<file path="config.mk">
export PLATFORM = sky130hd
export DESIGN_NAME = paddle_ctrl
export DESIGN_NICKNAME = d
export VERILOG_FILES = /design/src/rtl/pong_pkg.sv /design/src/rtl/btn_debounce.sv /design/src/rtl/paddle_ctrl.sv
export SDC_FILE = /design/constraint.sdc
export NUM_CORES = 1
export LEC_CHECK = 0
export ABC_AREA = 0
export CAP_MARGIN = 10
export CORE_ASPECT_RATIO = 0.75
export CORE_MARGIN = 1
export CORE_UTILIZATION = 40
export CTS_CLUSTER_DIAMETER = 150
export DETAILED_ROUTE_END_ITERATION = 16
export GPL_TIMING_DRIVEN = 0
export HOLD_SLACK_MARGIN = 0.03
export PLACE_DENSITY_LB_ADDON = 0.08
export SETUP_SLACK_MARGIN = 0.1
export SLEW_MARGIN = 30
export SYNTH_ARGS = -nofsm -noshare
export SYNTH_HDL_FRONTEND = slang
export SYNTH_SLANG_ARGS = --single-unit
</file>
<file path="constraint.sdc">
create_clock -name CLK -period 3.74 [get_ports CLK]
set_input_delay 1.122 -clock CLK [delete_from_list [all_inputs] [get_ports CLK]]
set_output_delay 1.122 -clock CLK [all_outputs]
set_load 0.01 [all_outputs]
</file>
<file path="src/rtl/pong_pkg.sv">
// Shared pong definitions: playfield defaults, position width, paddle bounds and FSM encoding.
package pong_pkg;

    localparam int unsigned SCR_W_DEF    = 32;
    localparam int unsigned SCR_H_DEF    = 20;
    localparam int unsigned PADDLE_H_DEF = 6;
    localparam int unsigned POS_W        = 11;

    typedef enum logic {
        IDLE = 1'b0,
        HELD = 1'b1
    } paddle_st_t;

    function automatic logic [POS_W-1:0] p_min();
        return POS_W'(1);
    endfunction

    function automatic logic [POS_W-1:0] p_max(input int unsigned scr_h,
                                               input int unsigned paddle_h);
        return POS_W'(scr_h - 1 - paddle_h);
    endfunction

    function automatic logic [POS_W-1:0] p_init(input int unsigned scr_h,
                                                input int unsigned paddle_h);
        return POS_W'((scr_h - paddle_h) >> 1);
    endfunction

    // One-row move that saturates at the playfield bounds.
    function automatic logic [POS_W-1:0] pos_step(input logic [POS_W-1:0] pos,
                                                  input logic             up,
                                                  input logic [POS_W-1:0] lo,
                                                  input logic [POS_W-1:0] hi);
        if (up) return (pos <= lo) ? lo : pos - 1'b1;
        return (pos >= hi) ? hi : pos + 1'b1;
    endfunction

endpackage

</file>
<file path="src/rtl/btn_debounce.sv">
// One player button: 2-FF synchroniser, debounce counter, registered rise and fall pulses.
module btn_debounce #(
    parameter int unsigned DEB_CYCLES = 750000
) (
    input  logic CLK,
    input  logic RST_N,
    input  logic raw,
    output logic level,
    output logic pulse,
    output logic fall
);

    localparam int unsigned CNT_W = (DEB_CYCLES > 1) ? $clog2(DEB_CYCLES) : 1;

    logic [1:0]       sync_q;
    logic [CNT_W-1:0] cnt_q;
    logic             level_q;
    logic             pulse_q;
    logic             fall_q;
    logic             toggle;

    assign toggle = (sync_q[1] != level_q) && (cnt_q == CNT_W'(DEB_CYCLES - 1));

    always_ff @(posedge CLK or negedge RST_N) begin
        if (!RST_N) begin
            sync_q  <= '0;
            cnt_q   <= '0;
            level_q <= 1'b0;
            pulse_q <= 1'b0;
            fall_q  <= 1'b0;
        end else begin
            sync_q <= {sync_q[0], raw};
            if (sync_q[1] == level_q || toggle) begin
                cnt_q <= '0;
            end else begin
                cnt_q <= cnt_q + 1'b1;
            end
            if (toggle) begin
                level_q <= ~level_q;
            end
            // Edge pulses line up with the first cycle of the new level.
            pulse_q <= toggle && !level_q;
            fall_q  <= toggle && level_q;
        end
    end

    assign level = level_q;
    assign pulse = pulse_q;
    assign fall  = fall_q;

endmodule

</file>
<file path="src/rtl/paddle_ctrl.sv">
// Button conditioning and paddle positions for pong; PADDLE_AI_EN adds an AI-driven right paddle.
module paddle_ctrl
    import pong_pkg::*;
#(
    parameter int unsigned SCR_H      = SCR_H_DEF,
    parameter int unsigned PADDLE_H   = PADDLE_H_DEF,
    parameter int unsigned DEB_CYCLES = 750000,
    parameter int unsigned MOVE_DIV   = 7500000
) (
    input  logic             CLK,
    input  logic             RST_N,
    input  logic             A_UP_RAW,
    input  logic             A_DOWN_RAW,
    input  logic             B_UP_RAW,
    input  logic             B_DOWN_RAW,
    input  logic             HOLD,
`ifdef PADDLE_AI_EN
    input  logic             AI_MODE,
    input  logic [POS_W-1:0] V_BALL_POSITION,
`endif
    output logic             A_up,
    output logic             A_down,
    output logic             B_up,
    output logic             B_down,
    output logic             A_up_p,
    output logic             A_down_p,
    output logic             B_up_p,
    output logic             B_down_p,
    output logic [POS_W-1:0] L_PADDLE_POSITION,
    output logic [POS_W-1:0] R_PADDLE_POSITION
);

    localparam int unsigned      MOV_W    = (MOVE_DIV > 1) ? $clog2(MOVE_DIV) : 1;
    localparam logic [POS_W-1:0] P_MIN_V  = p_min();
    localparam logic [POS_W-1:0] P_MAX_V  = p_max(SCR_H, PADDLE_H);
    localparam logic [POS_W-1:0] P_INIT_V = p_init(SCR_H, PADDLE_H);

    // Index 0 is the left paddle (A buttons), index 1 the right paddle (B buttons).
    logic [1:0] up_l, dn_l, up_p, dn_p, up_f, dn_f;

    btn_debounce #(.DEB_CYCLES(DEB_CYCLES)) u_a_up (
        .CLK(CLK), .RST_N(RST_N), .raw(A_UP_RAW),
        .level(up_l[0]), .pulse(up_p[0]), .fall(up_f[0])
    );
    btn_debounce #(.DEB_CYCLES(DEB_CYCLES)) u_a_down (
        .CLK(CLK), .RST_N(RST_N), .raw(A_DOWN_RAW),
        .level(dn_l[0]), .pulse(dn_p[0]), .fall(dn_f[0])
    );
    btn_debounce #(.DEB_CYCLES(DEB_CYCLES)) u_b_up (
        .CLK(CLK), .RST_N(RST_N), .raw(B_UP_RAW),
        .level(up_l[1]), .pulse(up_p[1]), .fall(up_f[1])
    );
    btn_debounce #(.DEB_CYCLES(DEB_CYCLES)) u_b_down (
        .CLK(CLK), .RST_N(RST_N), .raw(B_DOWN_RAW),
        .level(dn_l[1]), .pulse(dn_p[1]), .fall(dn_f[1])
    );

    for (genvar i = 0; i < 2; i++) begin : g_paddle
        paddle_st_t       st_q;
        logic             dir_up_q;
        logic [MOV_W-1:0] rep_q;
        logic [POS_W-1:0] pos_q;
        logic             held_l, opp_l, rep_wrap, ai_on;
        logic [POS_W-1:0] ai_next;

        assign held_l   = dir_up_q ? up_l[i] : dn_l[i];
        assign opp_l    = dir_up_q ? dn_l[i] : up_l[i];
        assign rep_wrap = (rep_q == MOV_W'(MOVE_DIV - 1));

`ifdef PADDLE_AI_EN
        logic [POS_W-1:0] ai_tgt;

        always_comb begin
            ai_tgt = V_BALL_POSITION - POS_W'(PADDLE_H / 2);
            if (V_BALL_POSITION < POS_W'(PADDLE_H / 2) + P_MIN_V) begin
                ai_tgt = P_MIN_V;
            end else if (ai_tgt > P_MAX_V) begin
                ai_tgt = P_MAX_V;
            end
            if (ai_tgt < pos_q) begin
                ai_next = pos_q - 1'b1;
            end else if (ai_tgt > pos_q) begin
                ai_next = pos_q + 1'b1;
            end else begin
                ai_next = pos_q;
            end
        end

        assign ai_on = (i == 1) && AI_MODE;
`else
        assign ai_on   = 1'b0;
        assign ai_next = pos_q;
`endif

        always_ff @(posedge CLK or negedge RST_N) begin
            if (!RST_N) begin
                st_q     <= IDLE;
                dir_up_q <= 1'b0;
                rep_q    <= '0;
                pos_q    <= P_INIT_V;
            end else if (HOLD) begin
                st_q  <= IDLE;
                rep_q <= '0;
            end else if (ai_on) begin
                st_q <= IDLE;
                if (rep_wrap) begin
                    rep_q <= '0;
                    pos_q <= ai_next;
                end else begin
                    rep_q <= rep_q + 1'b1;
                end
            end else begin
                case (st_q)
                    IDLE: begin
                        rep_q <= '0;
                        if (up_p[i] && !dn_l[i]) begin
                            st_q     <= HELD;
                            dir_up_q <= 1'b1;
                            pos_q    <= pos_step(pos_q, 1'b1, P_MIN_V, P_MAX_V);
                        end else if (dn_p[i] && !up_l[i]) begin
                            st_q     <= HELD;
                            dir_up_q <= 1'b0;
                            pos_q    <= pos_step(pos_q, 1'b0, P_MIN_V, P_MAX_V);
                        end else if (up_l[i] && !dn_l[i] && dn_f[i]) begin
                            // Opposite button released: resume repeat without an immediate step.
                            st_q     <= HELD;
                            dir_up_q <= 1'b1;
                        end else if (dn_l[i] && !up_l[i] && up_f[i]) begin
                            st_q     <= HELD;
                            dir_up_q <= 1'b0;
                        end
                    end
                    HELD: begin
                        if (!held_l || opp_l) begin
                            st_q  <= IDLE;
                            rep_q <= '0;
                        end else if (rep_wrap) begin
                            rep_q <= '0;
                            pos_q <= pos_step(pos_q, dir_up_q, P_MIN_V, P_MAX_V);
                        end else begin
                            rep_q <= rep_q + 1'b1;
                        end
                    end
                    default: st_q <= IDLE;
                endcase
            end
        end
    end

    assign A_up     = up_l[0];
    assign A_down   = dn_l[0];
    assign B_up     = up_l[1];
    assign B_down   = dn_l[1];
    assign A_up_p   = up_p[0];
    assign A_down_p = dn_p[0];
    assign B_up_p   = up_p[1];
    assign B_down_p = dn_p[1];

    assign L_PADDLE_POSITION = g_paddle[0].pos_q;
    assign R_PADDLE_POSITION = g_paddle[1].pos_q;

endmodule

</file>
==> impl_metrics.yaml, run 1 <==
die:
  start_util: 0.4081
  die_width_um: 171.5
  die_h_um: 129.1
  io_pins: 37
  die_area_sq_mm: 0.02215
  row_count: 46
  fp.coreArea_sq_mm: 0.02112
setup_path:
  cp.arrival_ps: 1660
  crit_family: "flip-flops"
  crit_chain: "clkdlybuf4s50_1"
  critPathMaxStageDelay_ps: 620
  path_class: "reg2out"
  rrSetupSlack_ps: 1090
  crit_fanout: 10
  r2r-end: "L_PADDLE_POSITION[10]$_DFFE_PN0P_"
  crit_path_top_delay_cell: "dfstp_2"
  reg2regPathDepth: 7
  worstReg2RegStart: "u_a_up.level$_DFFE_PN0P_"
  required_ps: 2620
  cp_num_buf_inv: 1
  start_kind: "flip-flop"
  end_kind: "output pin"
timing:
  period_needed_ps: 2782
  finalSetupViolCount: 0
  slew_viol_final: 0
  fmax_ghz: 0.3595
  tightest_slew_ps: 819.1
  clock_skew_ps: 10.46
  worst_slack_ps: 958.3
  fin_crit_sh: 0.7438
  grt_setup_unrepaired: "false"
  maxSlewHeadroom: 0.4489
  hold_violations: 0
detailed_routing:
  ant_nets: 0
  wl_per_cell_um: 14.57
  first_iter_violations: 430
  drc: 1
  first_pass_iters: 10
  vias_per_cell: 5.094
  wl_um: 18200
  vias: 6362
hold_path:
  worstHoldStart: "u_b_up.sync_q[0]$_DFF_PN0_"
  hp-class: "reg2reg"
  worst_hold_path.endpoint: "u_b_up.sync_q[1]$_DFF_PN0_"
  hold_depth: 0
clock_network:
  clk_path_buf_depth: 2
  cts_tree: "built"
  clock_sinks: 172
  hold_buffers: 0
  post_cts_resized: 0
  cts_setup_buffers: 0
  h-tree-depth: 4
  clkTransAtPathRegs_ps: 60
  insertion_delay_ps: 430
  cts_made_buffers: 17
  cts_root_buf: "clkbuf_16"
place:
  post-place-ws_ps: 498.2
  port_buffers: 36
  dp_cells: 1218
  place.gp.congestion: 0.8097
  dp_hpwl_um: 12530
yosys:
  syn_area_sq_mm: 0.008621
  synth_ff_type: "dfrtp_1"
  syn_nets: 911
  syn_inst: 892
  postSynthAreaPerCell_sq_um: 9.665
  synthArstFlopShare: 1.000
  ys_ff_latch: 172
  synth_seq_area_share: 0.5001
  ys_types: 61
  ys_warn_count: 0
  synth-edff-count: 0
grt:
  overflow: 0
  globalRouteTotalUtil: 0.1785
  grt_first_pass_wirelength_um: 31150
  grt_max_degree: 82
  antenna_found_initial: 0
  grt_pass1_vias: 6002
cells_and_area:
  drive_above_1_share: 0.06139
  n_antenna_cell: 0
  stdcell_count: 1249
  syn_to_final_growth_pct: 16.20
  finalNetCount: 968
pwr:
  power_leakage_nw: 3.988
  switching_share: 0.2335
  internal-power_mw: 3.010
  net-switching-power_mw: 0.9166
  p_comb_frac: 0.040
  clkPwrFrac: 0.472
  p_per_area_mw_per_mm2: 392.0
  p_seq_frac: 0.489
  ir_worst_vdd_v: 0.0002769
run:
  cap_viol_max_count: 0
run_status:
  outcome: "finished, violations left"
  violations: "DRC"
==> state kept, by name (all words and copies together) (netlist names), 2 cells and up <==
register           count
L_PADDLE_POSITION     11
R_PADDLE_POSITION     11
g_paddle.dir_up_q      2
g_paddle.rep_q        46
g_paddle.st_q          2
u_a_down.cnt_q        20
u_a_down.sync_q        2
u_a_up.cnt_q          20
u_a_up.sync_q          2
u_b_down.cnt_q        20
u_b_down.sync_q        2
u_b_up.cnt_q          20
u_b_up.sync_q          2
==> cells in the mapped netlist, drive strengths merged (3+ instances only) <==
library cell,number,area [sq um]
inv,22,82.58
nand2,65,244.0
o22ai,5,31.28
a21oi,13,65.06
xor2,70,613.1
or4,4,33.78
nand2b,6,37.54
and4,9,78.83
nor2,153,574.3
a31oi,6,37.54
or2,3,18.77
nor4bb,7,70.07
a21o,3,22.52
or3b,3,26.28
ha,12,150.1
nand3,57,285.3
a211oi,9,67.56
nand4,30,187.7
o41ai,3,26.28
dfrtp,166,4154
mux2,6,67.56
dfstp,6,157.7
or3,6,37.54
nor4,22,137.6
nor4b,3,26.28
nor3,29,145.1
xnor2,51,446.7
o21ai,18,90.08
and2,6,37.54
o31ai,11,82.58
nor3b,12,90.09
and3,22,137.6
clkbuf,24,90.09
==> cells by family (layout without fill, tap and decap cells) <==
logic type                 Yosys count  after routing  synth area share
muxes                                7              7          0.008998
DFF                                172            172            0.5001
AOI/OAI and AO/OA                   88             88           0.06996
xor gates and xnor gates           121            121            0.1229
adders and majority gates           12             12           0.01742
buffers and inverters               47            116           0.02061
and+or+nand+nor                    445            445            0.2599
==> power groups by stage <==
stage	Sequential, mW	Combinational (mW)	Clock, mW
final	1.92	0.155	1.85
after global routing	1.92	0.180	2.00
after CTS	1.92	0.162	1.92
after detailed placement	1.95	0.162	0
after global placement	1.96	0.153	0
after floorplan	1.95	0.0621	0
==> worst max path at each step <==
stage                                     startpoint                               end  slack, ps  cells after the start
floorplan            g_paddle[1].rep_q[16]$_DFF_PN0_  R_PADDLE_POSITION[9]$_DFFE_PN0P_       1330                      6
global placement                               RST_N      u_a_down.cnt_q[13]$_DFF_PN0_      -5920                      1
detailed placement                              HOLD   g_paddle[0].rep_q[13]$_DFF_PN0_        500                      6
CTS                 L_PADDLE_POSITION[0]$_DFFE_PN1P_              L_PADDLE_POSITION[0]        920                      1
global route        L_PADDLE_POSITION[0]$_DFFE_PN1P_              L_PADDLE_POSITION[0]        890                      1
finish              L_PADDLE_POSITION[0]$_DFFE_PN1P_              L_PADDLE_POSITION[0]        960                      1
==> final cells by class <==
class / count / area [sq um]
Buffer: 25 / 95.09
Clock buffer: 17 / 425.4
Clock inverter: 14 / 183.9
Fill cell: 2069 / 11110
Inverter: 22 / 82.58
Multi-Input combinational cell: 673 / 4138
Sequential cell: 172 / 4312
Tap cell: 288 / 360.3
Timing Repair Buffer: 38 / 420.4
==> placed cells by master, fill, tap and decap left out, types with 17 or more instances in the layout <==
master	count
and3_1	22
clkbuf_16	17
nand4_1	30
inv_1	22
o21ai_0	17
nor2_1	153
nand2_1	65
xor2_1	70
clkbuf_1	24
nor3_1	29
nor4_1	21
xnor2_1	51
clkdlybuf4s50_1	35
nand3_1	57
dfrtp_1	166
==> routing by layer <==
layer | vias up | track usage | wire length [um]
li1 | 3250 | - | -
met1 | 3012 | 0.2701 | 9895
met2 | 86 | 0.2505 | 7564
met3 | 14 | 0.04307 | 578
met4 | 0 | 0.05042 | 165
met5 | - | 0 | 0
==> through the flow <==
step	power (mW)	TNS [ps]	utilization	instance area, sq um	hold WS, ps
after detailed placement	2.115	0	0.4454	9408	338.0
after global routing	4.098	0	0.4742	10020	353.9
after global placement	2.109	-1000420	0.4422	9341	336.1
final	3.926	0	0.4742	10020	349.6
after floorplan	2.013	0	-	8621	331.2
after CTS	3.998	0	0.4742	10020	353.5
No activity file was read; power rests on OpenSTA's default activity.
==> run 2, diff against run 1 <==
==> constraint.sdc (replaced) <==
create_clock -name CLK -period 2.8 [get_ports CLK]
set_input_delay 0.84 -clock CLK [delete_from_list [all_inputs] [get_ports CLK]]
set_output_delay 0.84 -clock CLK [all_outputs]
set_load 0.01 [all_outputs]
==> impl_metrics.yaml, run 2 (synthesis gave the netlist of run 1 again) <==
run_status:
  outcome: "finished, violations left"
  violations: "DRC"
setup_path:
  end_kind: "flip-flop"
  start_kind: "flip-flop"
  path_class: "reg2reg"
  crit_fanout: 8
  required_ps: 3120
  rrSetupSlack_ps: 230
  cp.arrival_ps: 2890
die:
  fp.coreArea_sq_mm: 0.02112
  start_util: 0.4081
  die_area_sq_mm: 0.02215
  die_h_um: 129.1
  io_pins: 37
  die_width_um: 171.5
  row_count: 46
pwr:
  switching_share: 0.2330
  internal-power_mw: 4.020
  clkPwrFrac: 0.471
  power_leakage_nw: 3.998
  p_per_area_mw_per_mm2: 523.0
  p_seq_frac: 0.489
  p_comb_frac: 0.040
  ir_worst_vdd_v: 0.0003705
  net-switching-power_mw: 1.222
detailed_routing:
  first_pass_iters: 10
  wl_um: 18190
  vias_per_cell: 5.101
  wl_per_cell_um: 14.58
  first_iter_violations: 470
  drc: 1
  ant_nets: 0
  vias: 6366
cells_and_area:
  finalNetCount: 967
  stdcell_area_sq_mm: 0.01002
  final_common_cell: "dfrtp_1"
  n_antenna_cell: 0
  layout_common_cells: "166 x dfrtp_1, 153 x nor2_1, 70 x xor2_1, 65 x nand2_1, 57 x nand3_1"
  syn_to_final_growth_pct: 16.26
  top_register: "g_paddle.rep_q"
  drive_above_1_share: 0.06771
  stdcell_count: 1248
  largest_reg_flops: 46
timing:
  finalSetupViolCount: 0
  period_needed_ps: 2570
  maxSlewHeadroom: 0.4473
  grt_setup_unrepaired: "false"
  slew_viol_final: 0
  tightest_slew_ps: 821.5
  fin_tns_setup_ps: 0
  fmax_ghz: 0.3892
  hold_violations: 0
  clock_skew_ps: 11.33
  fin_crit_sh: 0.9177
place:
  dp_hpwl_um: 12530
  placed_area_sq_mm: 0.009408
  place.gp.congestion: 0.8097
  port_buffers: 36
  dp_cells: 1218
clock_network:
  cts_setup_buffers: 0
  insertion_delay_ps: 440
  cts_tree: "built"
  clk_path_buf_depth: 2
  cts_root_buf: "clkbuf_16"
  clock_sinks: 172
  cts_made_buffers: 17
  clkTransAtPathRegs_ps: 70
  h-tree-depth: 4
grt:
  antenna_found_initial: 0
  grt_first_pass_wirelength_um: 31150
  globalRouteTotalUtil: 0.1785
  grt_pass1_vias: 6002
  overflow: 0
  grt_max_degree: 82
hold_path:
  hp-class: "in2async"
run:
  cap_viol_max_count: 0
## run 2: metrics by stage
| step | hold slack, ps | util | worst slack, ps | total power [mW] |
|---|---|---|---|---|
| after floorplan | 331.2 | - | 392.1 | 2.689 |
| after global placement | 336.1 | 0.4422 | -6580 | 2.817 |
| after detailed placement | 338.0 | 0.4454 | -159.8 | 2.825 |
| after CTS | 291.7 | 0.4742 | 133.4 | 5.340 |
| after global routing | 307.4 | 0.4745 | 104.2 | 5.474 |
| final | 297.0 | 0.4745 | 230.4 | 5.242 |
## run 2: what timing repair did
action | in CTS | in global routing
endpoints found under the setup margin | 0 | 30
hold buffers | 0 | 0
gates resized for setup | 0 | 11
## run 2: path summary, 6_finish.rpt
check | startpoint | to | depth (start not counted)
min in group CLK | u_b_up.sync_q[0]$_DFF_PN0_ | u_b_up.sync_q[1]$_DFF_PN0_ | 0
hold reg to reg | u_b_up.sync_q[0]$_DFF_PN0_ | u_b_up.sync_q[1]$_DFF_PN0_ | 0
hold / removal | RST_N | u_b_up.cnt_q[18]$_DFF_PN0_ | 1
setup / recovery | g_paddle[1].rep_q[16]$_DFF_PN0_ | R_PADDLE_POSITION[9]$_DFFE_PN0P_ | 5
max in group asynchronous | RST_N | u_a_up.cnt_q[12]$_DFF_PN0_ | 3
setup reg to reg | g_paddle[1].rep_q[16]$_DFF_PN0_ | R_PADDLE_POSITION[9]$_DFFE_PN0P_ | 5
## run 2: per-layer routing
layer / global-route usage / wire, um / up-vias
met5: 0 / 0 / -
met4: 0.05042 / 165 / 0
met3: 0.04307 / 577 / 14
met2: 0.2505 / 7562 / 83
met1: 0.2701 / 9887 / 3023
li1: - / - / 3246
## run 2: worst max-delay path, cell delays in order (launching register included)
cell and delay [ps]:
dfrtp_1 420, or4_1 510, or4_1 510, o31a_1 320
or2_1 360, a211o_1 330
## run 2: layout make-up
cell class                 count  area (sq um)
fill                        2071         11100
sequential                   172          4312
multi-input combinational    673          4140
clock buffer                  17         425.4
timing repair buffer          38         420.4
tap                          288         360.3
clock inverter                14         183.9
buffer                        24         97.59
inverter                      22         82.58
## run 2: power groups by stage
| stage | Combinational (mW) | Sequential (mW) | Clock (mW) |
|---|---|---|---|
| after floorplan | 0.0830 | 2.61 | 0 |
| after global placement | 0.205 | 2.61 | 0 |
| after detailed placement | 0.216 | 2.61 | 0 |
| after CTS | 0.216 | 2.56 | 2.56 |
| after global routing | 0.240 | 2.57 | 2.67 |
| final | 0.208 | 2.56 | 2.47 |
==> run 3, diff against run 2 <==
--- a/config.mk
+++ b/config.mk
@@ -20,3 +20,4 @@
 export SYNTH_ARGS = -nofsm -noshare
 export SYNTH_HDL_FRONTEND = slang
 export SYNTH_SLANG_ARGS = --single-unit
+export TNS_END_PERCENT = 30
==> impl_metrics.yaml, run 3 (synthesis gave the netlist of run 1 again) <==
timing:
  fmax_ghz: 0.3773
  worst_slack_ps: 149.9
  period_needed_ps: 2650
  maxSlewHeadroom: 0.4489
  slew_viol_final: 0
  tightest_slew_ps: 819.1
  fin_crit_sh: 0.9465
  grt_setup_unrepaired: "true"
  clock_skew_ps: 10.69
  finalSetupViolCount: 0
  fin_tns_setup_ps: 0
  hold_violations: 0
place:
  dp_hpwl_um: 12530
  place.gp.congestion: 0.8097
  post-place-ws_ps: -159.8
  port_buffers: 36
  dp_cells: 1218
setup_path:
  crit_path_frequent_cell: "or4_1"
  cp.arrival_ps: 2970
  crit_chain: "or4_1 > or4_1 > o31a_1 > or2_1 > clkbuf_1 > a211o_1"
  crit_path_top_delay_cell: "or4_1"
  crit_fanout: 8
  reg2regPathDepth: 6
  path_depth: 6
  crit_family: "simple AND/OR/NAND/NOR gates"
  cp_num_buf_inv: 1
  end_kind: "flip-flop"
  path_class: "reg2reg"
  required_ps: 3120
  start_kind: "flip-flop"
  critPathMaxStageDelay_ps: 510
die:
  die_width_um: 171.5
  die_h_um: 129.1
  fp.coreArea_sq_mm: 0.02112
  row_count: 46
  start_util: 0.4081
  io_pins: 37
  die_area_sq_mm: 0.02215
detailed_routing:
  first_iter_violations: 442
  wl_per_cell_um: 14.58
  vias: 6341
  vias_per_cell: 5.077
  drc: 1
  ant_nets: 0
  wl_um: 18210
  first_pass_iters: 10
run_status:
  violations: "DRC"
  outcome: "finished, violations left"
clock_network:
  cts_root_buf: "clkbuf_16"
  hold_buffers: 0
  insertion_delay_ps: 430
  cts_made_buffers: 17
  cts_tree: "built"
  h-tree-depth: 4
  clk_path_buf_depth: 2
  clock_sinks: 172
  clkTransAtPathRegs_ps: 70
cells_and_area:
  stdcell_count: 1249
  drive_above_1_share: 0.06452
  seq_area_sq_mm: 0.004312
  multi_input_area_sq_mm: 0.004138
  fill_cells: 2066
  syn_to_final_growth_pct: 16.24
  largest_reg_flops: 46
  layout_common_cells: "166 x dfrtp_1, 153 x nor2_1, 70 x xor2_1, 65 x nand2_1, 57 x nand3_1"
  n_antenna_cell: 0
  finalNetCount: 968
  final_common_cell: "dfrtp_1"
  top_register: "g_paddle.rep_q"
pwr:
  p_per_area_mw_per_mm2: 523.5
  power.total_mw: 5.246
  power_leakage_nw: 3.997
  ir_worst_vdd_v: 0.0003703
grt:
  antenna_found_initial: 0
  globalRouteTotalUtil: 0.1785
  grt_max_degree: 82
  overflow: 0
  grt_pass1_vias: 6002
  grt_first_pass_wirelength_um: 31150
run:
  cap_viol_max_count: 0
hold_path:
  hp-class: "in2async"
## run 3: cell count changes in the layout (fill, tap and decap cells not counted), sizes merged
cell / change
clkbuf: +1
## run 3: timing repair
action,CTS,global route
hold endpoints to repair,0,0
resized for setup,0,6
setup endpoints to repair,0,30
setup buffers,0,0
## run 3: path summary, 6_finish.rpt
| path | to | from | slack, ps |
|---|---|---|---|
| worst max-delay path | R_PADDLE_POSITION[9]$_DFFE_PN0P_ | g_paddle[1].rep_q[16]$_DFF_PN0_ | 150 |
| worst min-delay path | u_b_up.cnt_q[18]$_DFF_PN0_ | RST_N | 300 |
| worst max register to register | R_PADDLE_POSITION[9]$_DFFE_PN0P_ | g_paddle[1].rep_q[16]$_DFF_PN0_ | 150 |
| worst min register to register | u_b_up.sync_q[1]$_DFF_PN0_ | u_b_up.sync_q[0]$_DFF_PN0_ | 350 |
| max in group asynchronous | g_paddle[0].rep_q[4]$_DFF_PN0_ | RST_N | 1470 |
| min in group CLK | u_b_up.sync_q[1]$_DFF_PN0_ | u_b_up.sync_q[0]$_DFF_PN0_ | 350 |
## run 3: cell type report
| class | instances | share of cell area |
|---|---|---|
| buffer | 25 | 0.009864 |
| multi-input combinational | 673 | 0.4129 |
| timing repair buffer | 38 | 0.04195 |
| clock inverter | 14 | 0.01835 |
| tap | 288 | 0.03596 |
| inverter | 22 | 0.008241 |
| clock buffer | 17 | 0.04245 |
| sequential | 172 | 0.4303 |
## run 3: report_power, final
part / internal [mW] / leakage (nW) / switching, mW / total, mW
registers: 2.52 / 2.31 / 0.0423 / 2.56
logic: 0.0793 / 1.40 / 0.129 / 0.208
clock network: 1.42 / 0.285 / 1.06 / 2.48
total: 4.02 / 4.00 / 1.23 / 5.25
## run 3: stage by stage
step	hold slack (ps)	area, sq um	util
2_1_floorplan	331.2	8621	-
4_1_cts	291.7	10020	0.4742
5_1_grt	307.4	10020	0.4744
6_report	299.5	10020	0.4744
3_3_place_gp	336.1	9341	0.4422
3_5_place_dp	338.0	9408	0.4454
## run 3: metal layers
metal,vias up,track usage,wire (um)
met1,2996,0.2701,9867
met5,-,0,0
li1,3246,-,-
met4,0,0.05042,158
met3,13,0.04307,640
met2,86,0.2505,7542
